## src/rtl/kmeans_pkg.sv

```systemverilog
// Shared constants and state encoding for the k-means centroid update block.
package kmeans_pkg;

  localparam int unsigned K           = 3;
  localparam int unsigned D           = 5;
  localparam int unsigned IDX_WIDTH   = 2;
  localparam int unsigned D_IDX_WIDTH = 3;
  localparam int unsigned NUM_DIV     = K * D;

  typedef enum logic [1:0] {
    ST_ACC  = 2'd0,
    ST_DIV  = 2'd1,
    ST_DONE = 2'd2
  } state_t;

endpackage

```

## src/rtl/kmeans_seq_divider.sv

```systemverilog
// Unsigned restoring divider, one quotient bit per cycle, done pulses width cycles after start.
module kmeans_seq_divider #(
  parameter int unsigned width = 32
) (
  input  logic             clk,
  input  logic             rst,
  input  logic             start,
  input  logic [width-1:0] dividend,
  input  logic [width-1:0] divisor,
  output logic [width-1:0] quotient,
  output logic             done
);

  localparam int unsigned CNT_WIDTH = $clog2(width + 1);

  logic [width-1:0]     rem_q, quo_q, div_q;
  logic [width-1:0]     src_rem, src_quo, src_div, diff_c, rem_c, quo_c;
  logic [width:0]       rem_sh_c;
  logic                 ge_c;
  logic                 active_q;
  logic [CNT_WIDTH-1:0] steps_q;

  // The start cycle performs the first step directly on the fresh operands.
  always_comb begin
    src_rem  = start ? '0 : rem_q;
    src_quo  = start ? dividend : quo_q;
    src_div  = start ? divisor : div_q;
    rem_sh_c = {src_rem, src_quo[width-1]};
    ge_c     = rem_sh_c >= {1'b0, src_div};
    diff_c   = rem_sh_c[width-1:0] - src_div;
    rem_c    = ge_c ? diff_c : rem_sh_c[width-1:0];
    quo_c    = {src_quo[width-2:0], ge_c};
  end

  always_ff @(posedge clk or posedge rst) begin
    if (rst) begin
      rem_q    <= '0;
      quo_q    <= '0;
      div_q    <= '0;
      steps_q  <= '0;
      active_q <= 1'b0;
      done     <= 1'b0;
    end else begin
      done <= 1'b0;
      if (start) begin
        rem_q    <= rem_c;
        quo_q    <= quo_c;
        div_q    <= divisor;
        steps_q  <= CNT_WIDTH'(1);
        active_q <= 1'b1;
      end else if (active_q) begin
        rem_q   <= rem_c;
        quo_q   <= quo_c;
        steps_q <= steps_q + CNT_WIDTH'(1);
        if (steps_q == CNT_WIDTH'(width - 1)) begin
          active_q <= 1'b0;
          done     <= 1'b1;
        end
      end
    end
  end

  assign quotient = quo_q;

endmodule

```

## src/rtl/kmeans_centroid_update_k3_d5.sv

```systemverilog
// Per-centroid sum/count accumulation and end-of-epoch mean computation (K=3, D=5)
// using one shared sequential divider.
module kmeans_centroid_update_k3_d5
  import kmeans_pkg::*;
#(
  parameter int unsigned input_data_width = 16,
  parameter int unsigned count_width      = 16,
  parameter int unsigned acc_width        = input_data_width + count_width
) (
  input  logic                        clk,
  input  logic                        rst,
  input  logic                        in_valid,
  output logic                        in_ready,
  input  logic [input_data_width-1:0] input_data0,
  input  logic [input_data_width-1:0] input_data1,
  input  logic [input_data_width-1:0] input_data2,
  input  logic [input_data_width-1:0] input_data3,
  input  logic [input_data_width-1:0] input_data4,
  input  logic [IDX_WIDTH-1:0]        selected_centroid,
  input  logic                        flush,
  output logic                        busy,
  output logic                        out_valid,
  output logic                        overflow,
  output logic [input_data_width-1:0] centroid0_d0,
  output logic [input_data_width-1:0] centroid0_d1,
  output logic [input_data_width-1:0] centroid0_d2,
  output logic [input_data_width-1:0] centroid0_d3,
  output logic [input_data_width-1:0] centroid0_d4,
  output logic [input_data_width-1:0] centroid1_d0,
  output logic [input_data_width-1:0] centroid1_d1,
  output logic [input_data_width-1:0] centroid1_d2,
  output logic [input_data_width-1:0] centroid1_d3,
  output logic [input_data_width-1:0] centroid1_d4,
  output logic [input_data_width-1:0] centroid2_d0,
  output logic [input_data_width-1:0] centroid2_d1,
  output logic [input_data_width-1:0] centroid2_d2,
  output logic [input_data_width-1:0] centroid2_d3,
  output logic [input_data_width-1:0] centroid2_d4
);

  state_t state_q, state_next;

  logic [input_data_width-1:0] data_c     [D];
  logic [acc_width-1:0]        sum_q      [K][D];
  logic [acc_width-1:0]        sum_next   [K][D];
  logic [count_width-1:0]      count_q    [K];
  logic [count_width-1:0]      count_next [K];
  logic [input_data_width-1:0] centroid_q [K][D];
  logic                        overflow_next;

  logic [IDX_WIDTH-1:0]   k_q, k_adv, op_k;
  logic [D_IDX_WIDTH-1:0] d_q, d_adv, op_d;
  logic                   last_c;
  logic                   div_start_c, div_done;
  logic [acc_width-1:0]   div_dividend, div_divisor, div_quotient;
  logic                   unused_quot_hi;

  assign data_c[0] = input_data0;
  assign data_c[1] = input_data1;
  assign data_c[2] = input_data2;
  assign data_c[3] = input_data3;
  assign data_c[4] = input_data4;

  // Next-state controller
  always_comb begin
    state_next = state_q;
    case (state_q)
      ST_ACC:  if (flush) state_next = ST_DIV;
      ST_DIV:  if (div_done && last_c) state_next = ST_DIV == state_q ? ST_DONE : state_q;
      ST_DONE: state_next = ST_ACC;
      default: state_next = ST_ACC;
    endcase
  end

  always_ff @(posedge clk or posedge rst) begin
    if (rst) begin
      state_q   <= ST_ACC;
      in_ready  <= 1'b1;
      busy      <= 1'b0;
      out_valid <= 1'b0;
    end else begin
      state_q   <= state_next;
      in_ready  <= state_next == ST_ACC;
      busy      <= state_next != ST_ACC;
      out_valid <= state_next == ST_DONE;
    end
  end

  // Accumulation; saturated counters drop the sample and flag overflow.
  always_comb begin
    overflow_next = overflow;
    for (int k = 0; k < K; k++) begin
      count_next[k] = count_q[k];
      for (int d = 0; d < D; d++) sum_next[k][d] = sum_q[k][d];
    end
    if (state_q == ST_DONE) begin
      overflow_next = 1'b0;
      for (int k = 0; k < K; k++) begin
        count_next[k] = '0;
        for (int d = 0; d < D; d++) sum_next[k][d] = '0;
      end
    end else if (state_q == ST_ACC && in_valid) begin
      for (int k = 0; k < K; k++) begin
        if (selected_centroid == IDX_WIDTH'(k)) begin
          if (count_q[k] == '1) begin
            overflow_next = 1'b1;
          end else begin
            count_next[k] = count_q[k] + count_width'(1);
            for (int d = 0; d < D; d++)
              sum_next[k][d] = sum_q[k][d] + acc_width'(data_c[d]);
          end
        end
      end
    end
  end

  always_ff @(posedge clk or posedge rst) begin
    if (rst) begin
      overflow <= 1'b0;
      for (int k = 0; k < K; k++) begin
        count_q[k] <= '0;
        for (int d = 0; d < D; d++) sum_q[k][d] <= '0;
      end
    end else begin
      overflow <= overflow_next;
      for (int k = 0; k < K; k++) begin
        count_q[k] <= count_next[k];
        for (int d = 0; d < D; d++) sum_q[k][d] <= sum_next[k][d];
      end
    end
  end

  // Division sequencing; operands come from the next-state sums so a sample
  // arriving with flush is included in the very first division.
  always_comb begin
    last_c = (k_q == IDX_WIDTH'(K - 1)) && (d_q == D_IDX_WIDTH'(D - 1));
    if (d_q == D_IDX_WIDTH'(D - 1)) begin
      d_adv = '0;
      k_adv = k_q + IDX_WIDTH'(1);
    end else begin
      d_adv = d_q + D_IDX_WIDTH'(1);
      k_adv = k_q;
    end
    op_k         = (state_q == ST_ACC || last_c) ? '0 : k_adv;
    op_d         = (state_q == ST_ACC || last_c) ? '0 : d_adv;
    div_dividend = sum_next[op_k][op_d];
    div_divisor  = acc_width'(count_next[op_k]);
    div_start_c  = (state_q == ST_ACC && flush) ||
                   (state_q == ST_DIV && div_done && !last_c);
  end

  always_ff @(posedge clk or posedge rst) begin
    if (rst) begin
      k_q <= '0;
      d_q <= '0;
      for (int k = 0; k < K; k++)
        for (int d = 0; d < D; d++) centroid_q[k][d] <= '0;
    end else if (state_q == ST_DIV && div_done) begin
      if (count_q[k_q] != '0)
        centroid_q[k_q][d_q] <= div_quotient[input_data_width-1:0];
      k_q <= op_k;
      d_q <= op_d;
    end
  end

  assign unused_quot_hi = ^div_quotient[acc_width-1:input_data_width];

  kmeans_seq_divider #(
    .width (acc_width)
  ) u_div (
    .clk      (clk),
    .rst      (rst),
    .start    (div_start_c),
    .dividend (div_dividend),
    .divisor  (div_divisor),
    .quotient (div_quotient),
    .done     (div_done)
  );

  assign centroid0_d0 = centroid_q[0][0];
  assign centroid0_d1 = centroid_q[0][1];
  assign centroid0_d2 = centroid_q[0][2];
  assign centroid0_d3 = centroid_q[0][3];
  assign centroid0_d4 = centroid_q[0][4];
  assign centroid1_d0 = centroid_q[1][0];
  assign centroid1_d1 = centroid_q[1][1];
  assign centroid1_d2 = centroid_q[1][2];
  assign centroid1_d3 = centroid_q[1][3];
  assign centroid1_d4 = centroid_q[1][4];
  assign centroid2_d0 = centroid_q[2][0];
  assign centroid2_d1 = centroid_q[2][1];
  assign centroid2_d2 = centroid_q[2][2];
  assign centroid2_d3 = centroid_q[2][3];
  assign centroid2_d4 = centroid_q[2][4];

endmodule

```

## config.mk

```make
export PLATFORM = sky130hd
export DESIGN_NAME = kmeans_centroid_update_k3_d5
export DESIGN_NICKNAME = d
export VERILOG_FILES = /design/src/rtl/kmeans_pkg.sv /design/src/rtl/kmeans_seq_divider.sv /design/src/rtl/kmeans_centroid_update_k3_d5.sv
export SDC_FILE = /design/constraint.sdc
export NUM_CORES = 2
export LEC_CHECK = 0
export CAP_MARGIN = 20
export CORE_AREA = 2 2 427 429
export CTS_CLUSTER_DIAMETER = 100
export CTS_CLUSTER_SIZE = 30
export DETAILED_ROUTE_END_ITERATION = 6
export DIE_AREA = 0 0 429 431
export PLACE_DENSITY = 0.44
export SKIP_LAST_GASP = 1
export SYNTH_ARGS = -nofsm -noshare
export SYNTH_HDL_FRONTEND = slang
export SYNTH_SLANG_ARGS = --single-unit
```

## constraint.sdc

```tcl
create_clock -name clk -period 31.5 [get_ports clk]
set_input_delay 3.15 -clock clk [delete_from_list [all_inputs] [get_ports clk]]
set_output_delay 3.15 -clock clk [all_outputs]
set_load 0.05 [all_outputs]
```

After elaboration in Yosys (flattened, before gate mapping):

Cells that the tools add are included.

* bits of input ports: 86
* memories: 0
* word-level logic and storage cells: 175
* memory bits (read-only): 0
* RAM bits: 0
* register bits after elaboration: 883
* bits in latches: 0

* magnitude comparators: 7
* add/subtract/negate cells: 22
* reductions and logical operators: 19
* mux-type cells: 65
* equal/unequal tests: 12
* shift operators: 0
* div/mod/pow operators: 0
* multiply operators: 0
* bitwise operators: 4

Operators with widths (number)
* 2-to-1 mux 160 bit: 8
* 2-to-1 mux 480 bit: 2
* adder 32 x 16 -> 32 bit: 15
* binary-select mux 160 bit (select 2 bit): 1
* 2-to-1 mux 32 bit: 10
* bitwise mux 240 bit: 1
* 2-to-1 mux 16 bit: 11
* demux 80 bit (select 2 bit): 1
* binary-select mux 32 bit (select 3 bit): 1
* 2-to-1 mux 48 bit: 2
* 2-to-1 mux 80 bit: 1
* binary-select mux 16 bit (select 2 bit): 2
* adder 16 x 1 -> 16 bit (second input constant): 3
* demux 16 bit (select 3 bit): 1
* == test 16 bit (second input constant): 3
* >= comparator 33 x 32 -> 1 bit: 1
* subtractor 32 bit: 1
* nonzero test 16 bit: 1
* 2-to-1 mux 1 bit: 14
* 2-to-1 mux 6 bit: 2
* 2-to-1 mux 2 bit: 5
* == test 2 bit (second input constant): 4
* >= comparator 4 bit (second input constant): 2
* logical AND 1 bit: 8
* other kinds (19): 29

Longest topological paths before layout:

* depth after elaboration: 16
* gate-level depth with buffers: 26
* depth with buffers taken out: 24

Cells and area by module:

Synthesis repeated with hierarchy kept, for this count alone.

* cells, all modules: 6043
* area, all modules: 55270.5 sq um

Modules (own cells, without submodules)
* kmeans_centroid_update_k3_d5: instances 1, seq. area each 19494.9 sq um, area each 48791.8 sq um, cells each 5342
* kmeans_seq_divider: instances 1, seq. area each 2602.5 sq um, area each 6478.7 sq um, cells each 701

Worst setup path before layout:

No wires, ideal clock.

* kind: input to register
* from: in input_data0[11]
* to: reg u_div.rem_q[28]
* data required time: 31.404 ns
* setup slack: 23.288 ns
* cell stages on the path: 24
* data arrival time: 8.117 ns
* cells stage by stage: ha_1 buf_2 a21o_1 o21a_1 a2111oi_0 a21boi_0 o21a_2 nor2_1 mux2_2 a211oi_1 nor4_1 mux2_2 ha_1 fa_1 nor2b_1 o21ai_0 a21oi_1 o31ai_1 a21oi_1 o2111a_1 nor4_1 o41ai_1 mux2_2 o31ai_1

* longest elaborated chain between the ends: 16

RTL lines
* from (decl): line kmeans_centroid_update_k3_d5.sv:14 `input logic [input_data_width-1:0] input_data0,`
* adder 32 x 16 -> 32 bit: line kmeans_centroid_update_k3_d5.sv:110 `sum_next[k][d] = sum_q[k][d] + acc_width'(data_c[d]);`
* 2-to-1 mux 160 bit: line kmeans_centroid_update_k3_d5.sv:105 `if (count_q[k] == '1) begin`
* 2-to-1 mux 160 bit: line kmeans_centroid_update_k3_d5.sv:104 `if (selected_centroid == IDX_WIDTH'(k)) begin`
* 2-to-1 mux 480 bit (*): line kmeans_centroid_update_k3_d5.sv:102 `end else if (state_q == ST_ACC && in_valid) begin`
* 2-to-1 mux 480 bit (*): line kmeans_centroid_update_k3_d5.sv:96 `if (state_q == ST_DONE) begin`
* binary-select mux 160 bit (select 2 bit) (*): line kmeans_centroid_update_k3_d5.sv:146 `div_dividend = sum_next[op_k][op_d];`
* 2-to-1 mux 160 bit (not written as such) (*) (2 in a row): line kmeans_centroid_update_k3_d5.sv:146
* binary-select mux 32 bit (select 3 bit) (*): line kmeans_centroid_update_k3_d5.sv:146
* 2-to-1 mux 32 bit (not written as such) (*) (2 in a row): line kmeans_centroid_update_k3_d5.sv:146
* 2-to-1 mux 32 bit (*): line kmeans_seq_divider.sv:26 `src_quo = start ? dividend : quo_q;`
* subtractor 32 bit or >= comparator 33 x 32 -> 1 bit (tied branches): line kmeans_seq_divider.sv:30, kmeans_seq_divider.sv:29
* 2-to-1 mux 32 bit (*): line kmeans_seq_divider.sv:31 `rem_c = ge_c ? diff_c : rem_sh_c[width-1:0];`
* 2-to-1 mux 32 bit: line kmeans_seq_divider.sv:51 `end else if (active_q) begin`
* 2-to-1 mux 32 bit (*): line kmeans_seq_divider.sv:45 `if (start) begin`
* to (signal assigned): line kmeans_seq_divider.sv:46 `rem_q <= rem_c;`
* to (signal assigned): line kmeans_seq_divider.sv:52 `rem_q <= rem_c;`
* to (decl): line kmeans_seq_divider.sv:16 `logic [width-1:0] rem_q, quo_q, div_q;`

Every way passes the cells marked *; elsewhere a longest branch is shown, timed or not. The select of a mux whose other input is x is not followed.
A chain may end at the register's enable or synchronous reset.

Worst setup path after layout:

* from: in input_data2[1]
* to: reg u_div.rem_q[3]

* longest elaborated chain between the ends: 16

RTL lines
* from (decl): line kmeans_centroid_update_k3_d5.sv:16 `input logic [input_data_width-1:0] input_data2,`
* adder 32 x 16 -> 32 bit: line kmeans_centroid_update_k3_d5.sv:110
* 2-to-1 mux 160 bit: line kmeans_centroid_update_k3_d5.sv:105
* 2-to-1 mux 160 bit: line kmeans_centroid_update_k3_d5.sv:104
* 2-to-1 mux 480 bit (*): line kmeans_centroid_update_k3_d5.sv:102
* 2-to-1 mux 480 bit (*): line kmeans_centroid_update_k3_d5.sv:96
* binary-select mux 160 bit (select 2 bit) (*): line kmeans_centroid_update_k3_d5.sv:146
* 2-to-1 mux 160 bit (not written as such) (*) (2 in a row): line kmeans_centroid_update_k3_d5.sv:146
* binary-select mux 32 bit (select 3 bit) (*): line kmeans_centroid_update_k3_d5.sv:146
* 2-to-1 mux 32 bit (not written as such) (*) (2 in a row): line kmeans_centroid_update_k3_d5.sv:146
* 2-to-1 mux 32 bit (*): line kmeans_seq_divider.sv:26
* subtractor 32 bit or >= comparator 33 x 32 -> 1 bit (tied branches): line kmeans_seq_divider.sv:30, kmeans_seq_divider.sv:29
* 2-to-1 mux 32 bit (*): line kmeans_seq_divider.sv:31
* 2-to-1 mux 32 bit: line kmeans_seq_divider.sv:51
* 2-to-1 mux 32 bit (*): line kmeans_seq_divider.sv:45

Marked as above.

==> metrics list <==
* Vias in the first global route: 46.90k
- Relative max-transition margin: 14.95%
- Total routing usage reported by global routing: 24.17%
* Number of buffers and inverters on the critical path: 2
* Total power divided by cell area: 55.57 mW/mm2
- Starting Density: 30.93%
- The cell area that synthesis handed to floorplanning was 0.05572 mm2.
- The critical path is of the in2reg type.
- Switching portion of total power: 42.59%
- Most frequently used flop master after synthesis: sky130_fd_sc_hd__dfrtp_1
* Inserted Clock Buffers: 48
- Summing all non-filler instances in the final layout gives an area of 0.06342 mm2.
- The initial antenna violation count was 12.
- After global routing the overflow that remains totals 0.
- Syn avg cell area: 9.068 um2
- Sequential cells account for 37.9% of the total power.
- Wire length per cell after detailed routing: 26.36 um
- The congestion estimate from routability-driven global placement came to 0.9435.
- Gate family responsible for the most delay along the worst path: simple AND/OR/NAND/NOR gates
- Counting distinct cell types in the post-synthesis netlist gives 110.
- The core region is 0.1802 mm2.
- Of the total power, combinational logic draws 39.2%.
- The flow ran to the end, and the final reports show no timing, DRC or antenna violations.
* Final-stage net count: 6,686
* Fraction of final layout cells sized beyond drive strength 1: 8.222%
- Summed negative setup slack over all endpoints: 0 ns
- The internal power of the cells totals 2.023 mW.
* Slowest cell delay on critical path: 0.84 ns
- Final count of negative-setup-slack endpoints: 0
- Area contributors post-synth: sky130_fd_sc_hd__dfrtp_1 40%, sky130_fd_sc_hd__ha_1 6.3%, sky130_fd_sc_hd__nand2_1 4.8%
* Max stage delay cell, worst path: sky130_fd_sc_hd__nor3_1
- Final Hold Fails: 0
* Peak ir drop on the vdd network: 0.00004120 V
* Area grow syn2layout: 13.82%
- Clock net sink count: 883
- Share of Yosys cell area claimed by the top area cell type: 39.61%
- Share of the clock period used by the worst path: 33.51%
- In this run the remaining antenna-violating nets after routing total 0.
- Row count: 156
* Synth async-reset ratio: 100.0%
* Fmax: 0.09475 GHz
* Final wirelength: 229,800 um
- Y dimension of the die: 431 um
* Worst hold-check slack: 0.4689 ns
* Clock H-tree levels: 2
- HPWL after DPL: 168,800 um
- Total of hold buffers inserted after clock tree synthesis: 0
* Pins over their slew limit: 0
* Class of the tightest hold or removal check: reg2reg
* Count of flip-flops with a built-in enable after synthesis: 0
* Buffers inserted by post-CTS timing repair: 0
- Via total after detailed routing: 49.15k
* CP startpoint kind: input pin
- For this run, the detailed router's first-pass iteration total came to 7.
* Clock Power Share: 23.0%
- The biggest area contributor in the post-synthesis netlist is sky130_fd_sc_hd__dfrtp_1.
* Number of synthesized register bits: 883
- Using the TritonRoute via totals, the vias-per-cell ratio works out to 5.639.
* Mapped Cells: 6,145
- Sequential cell area fraction in the yosys report: 39.65%
- Clock skew on the completed layout was measured at 0.07299 ns.
* Actual slew at the worst max-slew pin: 1.264 ns
- List of cells traversed by the critical path: clkdlybuf4s50_1, ha_1, a211oi_1, o21ai_0, a21boi_0, nor3_1, nor2_1, and3_1, nor3_1, a311oi_1, nor4_1, mux2_2, ha_1, nor2b_1, o2111ai_1, nand3_1, a32o_1, nor2_1, o21ai_1, o41ai_4, buf_4, nand2b_1, a21boi_0, o221ai_1
- The cell sitting at the root of the clock tree is a sky130_fd_sc_hd__clkbuf_16.
* Cell leakage power: 28.25 nW
* DP Area: 0.06168 mm2
- Entering global routing, the biggest net connects 174 pins.
- STA puts the critical path data arrival time at 11.15 ns.
- Die Footprint: 0.1849 mm2
- 1st-iter DRT viols: 4,555
* Net count after synthesis: 6,528
- NetSw: 1.501 mW
* Clock tree from TritonCTS: done
- From left edge to right edge, the die measures 429 um.
- First-pass GRT wire length: 334,700 um
- DR DRC count: 0
* Unrepaired setup endpoints after global routing: false
* Required time of the critical path: 32.10 ns
* Max Buffers Root-to-Sink: 3
- Crit end category: register
* Total of warnings raised by yosys: 0
- In this run the count of I/O pins placed on the die edge is 330.
- At the later pin of the worst-skew pair, clock insertion delay measures 0.75 ns.
- Along the worst path, the maximum fanout reaches 53.
- Across the run, the number of max-cap violations was 0.
- After clock tree synthesis, the clock-pin slew on the worst setup and hold paths is 0.11 ns.
- Setup slack on the worst reg-to-reg path comes out at 23.57 ns.
- Number of gates resized after cts: 0
* Final Critical Period: 10.55 ns
* PortBufs: 329
-- path summary, 6_finish.rpt --
check                                startpoint               to  cells after the start
worst max-delay path             input_data2[1]   u_div.rem_q[3]                     24
worst min-delay path            u_div.div_q[26]  u_div.div_q[26]                      2
worst min register to register  u_div.div_q[26]  u_div.div_q[26]                      2
worst max register to register       sum_q[386]   u_div.rem_q[3]                     23
max in group asynchronous                   rst       sum_q[472]                      4
min in group asynchronous                   rst  centroid0_d2[6]                      2
-- worst register-to-register path: stages (launching register included) --
cell	delay [ns]
sky130_fd_sc_hd__dfrtp_1	0.41
sky130_fd_sc_hd__ha_1	0.35
sky130_fd_sc_hd__o21ai_0	0.17
sky130_fd_sc_hd__o21ai_0	0.44
sky130_fd_sc_hd__a21boi_0	0.35
sky130_fd_sc_hd__nor3_1	0.84
sky130_fd_sc_hd__nor2_1	0.26
sky130_fd_sc_hd__and3_1	0.24
sky130_fd_sc_hd__nor3_1	0.44
sky130_fd_sc_hd__a311oi_1	0.34
sky130_fd_sc_hd__nor4_1	0.81
sky130_fd_sc_hd__mux2_2	0.30
sky130_fd_sc_hd__ha_1	0.19
sky130_fd_sc_hd__nor2b_1	0.07
sky130_fd_sc_hd__o2111ai_1	0.23
sky130_fd_sc_hd__nand3_1	0.19
sky130_fd_sc_hd__a32o_1	0.29
sky130_fd_sc_hd__nor2_1	0.33
sky130_fd_sc_hd__o21ai_1	0.23
sky130_fd_sc_hd__o41ai_4	0.26
sky130_fd_sc_hd__buf_4	0.55
sky130_fd_sc_hd__nand2b_1	0.22
sky130_fd_sc_hd__a21boi_0	0.18
sky130_fd_sc_hd__o221ai_1	0.14
-- sequential cells by signal (all words and copies together), names as in the netlist, 6 cells and up --
signal          flops
centroid1_d3       16
centroid2_d0       16
u_div.steps_q       6
centroid0_d3       16
u_div.rem_q        32
count_q            48
centroid0_d4       16
centroid2_d2       16
u_div.div_q        32
centroid2_d1       16
sum_q             480
centroid0_d0       16
centroid1_d4       16
centroid1_d0       16
centroid2_d3       16
centroid1_d2       16
centroid0_d1       16
u_div.quotient     32
centroid1_d1       16
centroid0_d2       16
centroid2_d4       16
-- layer usage --
layer | track usage, % | up-vias | part of all wire (%)
met5 | 0 | - | 0
met4 | 8.770 | 0 | 3.9
met3 | 2.560 | 269 | 4.5
met2 | 38.73 | 1384 | 46
met1 | 33.69 | 24790 | 46
li1 | - | 22710 | -
-- stage by stage --
step / setup WS, ns / util [%] / total power [mW] / instances
final: 20.95 / 35.21 / 3.524 / 8717
after global routing: 20.47 / 35.20 / 3.716 / 8713
after CTS: 21.04 / 35.18 / 3.545 / 8703
after detailed placement: 20.26 / 34.23 / 2.726 / 8619
after global placement: 20.38 / 34.20 / 2.723 / 8616
after floorplan: 3.533 / - / 2.211 / 6145
-- area by class of cell --
type | instances | area (um2)
Fill cell | 18550 | 116700
Multi-Input combinational cell | 4837 | 32090
Sequential cell | 883 | 22100
Timing Repair Buffer | 429 | 4156
Tap cell | 2370 | 2965
Clock buffer | 55 | 1280
Clock inverter | 29 | 415.4
Inverter | 104 | 397.9
Antenna cell | 10 | 25.02
-- cells in the mapped netlist, types with 40 or more instances --
library cell / instances
sky130_fd_sc_hd__dfrtp_1: 882
sky130_fd_sc_hd__nand2_1: 716
sky130_fd_sc_hd__nor2_1: 602
sky130_fd_sc_hd__a21oi_1: 468
sky130_fd_sc_hd__ha_1: 281
sky130_fd_sc_hd__o21ai_0: 266
sky130_fd_sc_hd__mux2_2: 237
sky130_fd_sc_hd__xnor2_1: 212
sky130_fd_sc_hd__clkbuf_1: 211
sky130_fd_sc_hd__xor2_1: 201
sky130_fd_sc_hd__nand3_1: 181
sky130_fd_sc_hd__nor3_1: 138
sky130_fd_sc_hd__a211oi_1: 134
sky130_fd_sc_hd__a21o_1: 110
sky130_fd_sc_hd__and2_1: 106
sky130_fd_sc_hd__inv_1: 104
sky130_fd_sc_hd__and3_1: 91
sky130_fd_sc_hd__o211ai_1: 85
sky130_fd_sc_hd__nand4_1: 78
sky130_fd_sc_hd__mux2i_1: 58
sky130_fd_sc_hd__a31oi_1: 57
sky130_fd_sc_hd__buf_1: 56
sky130_fd_sc_hd__o21a_1: 54
sky130_fd_sc_hd__buf_2: 48
sky130_fd_sc_hd__nor4_1: 45
sky130_fd_sc_hd__o21bai_1: 41
sky130_fd_sc_hd__or3_1: 40
-- power by group through the flow --
stage / registers (mW) / clock network [mW] / logic (mW)
CTS: 1.34 / 0.836 / 1.37
finish: 1.33 / 0.810 / 1.38
global route: 1.35 / 0.869 / 1.50
floorplan: 1.33 / 0 / 0.882
global placement: 1.36 / 0 / 1.36
detailed placement: 1.36 / 0 / 1.37
-- cell usage in the layout (no fill, tap or decap), types with 201 or more instances in the layout --
cell type,count
sky130_fd_sc_hd__nor2_1,597
sky130_fd_sc_hd__mux2_2,237
sky130_fd_sc_hd__o21ai_0,264
sky130_fd_sc_hd__a21oi_1,466
sky130_fd_sc_hd__xnor2_1,212
sky130_fd_sc_hd__dfrtp_1,881
sky130_fd_sc_hd__xor2_1,201
sky130_fd_sc_hd__nand2_1,714
sky130_fd_sc_hd__clkdlybuf4s50_1,329
sky130_fd_sc_hd__ha_1,281
-- cells by family after synthesis --
| family | share of synthesized area [%] |
|---|---|
| AOI/OAI and AO/OA | 19.53 |
| xor gates and xnor gates | 6.520 |
| adders and majority gates | 6.884 |
| buffers and inverters | 3.018 |
| DFF | 39.65 |
| muxes | 5.831 |
| and+or+nand+nor | 18.56 |
Note: power is estimated with default switching activity, not from simulation.
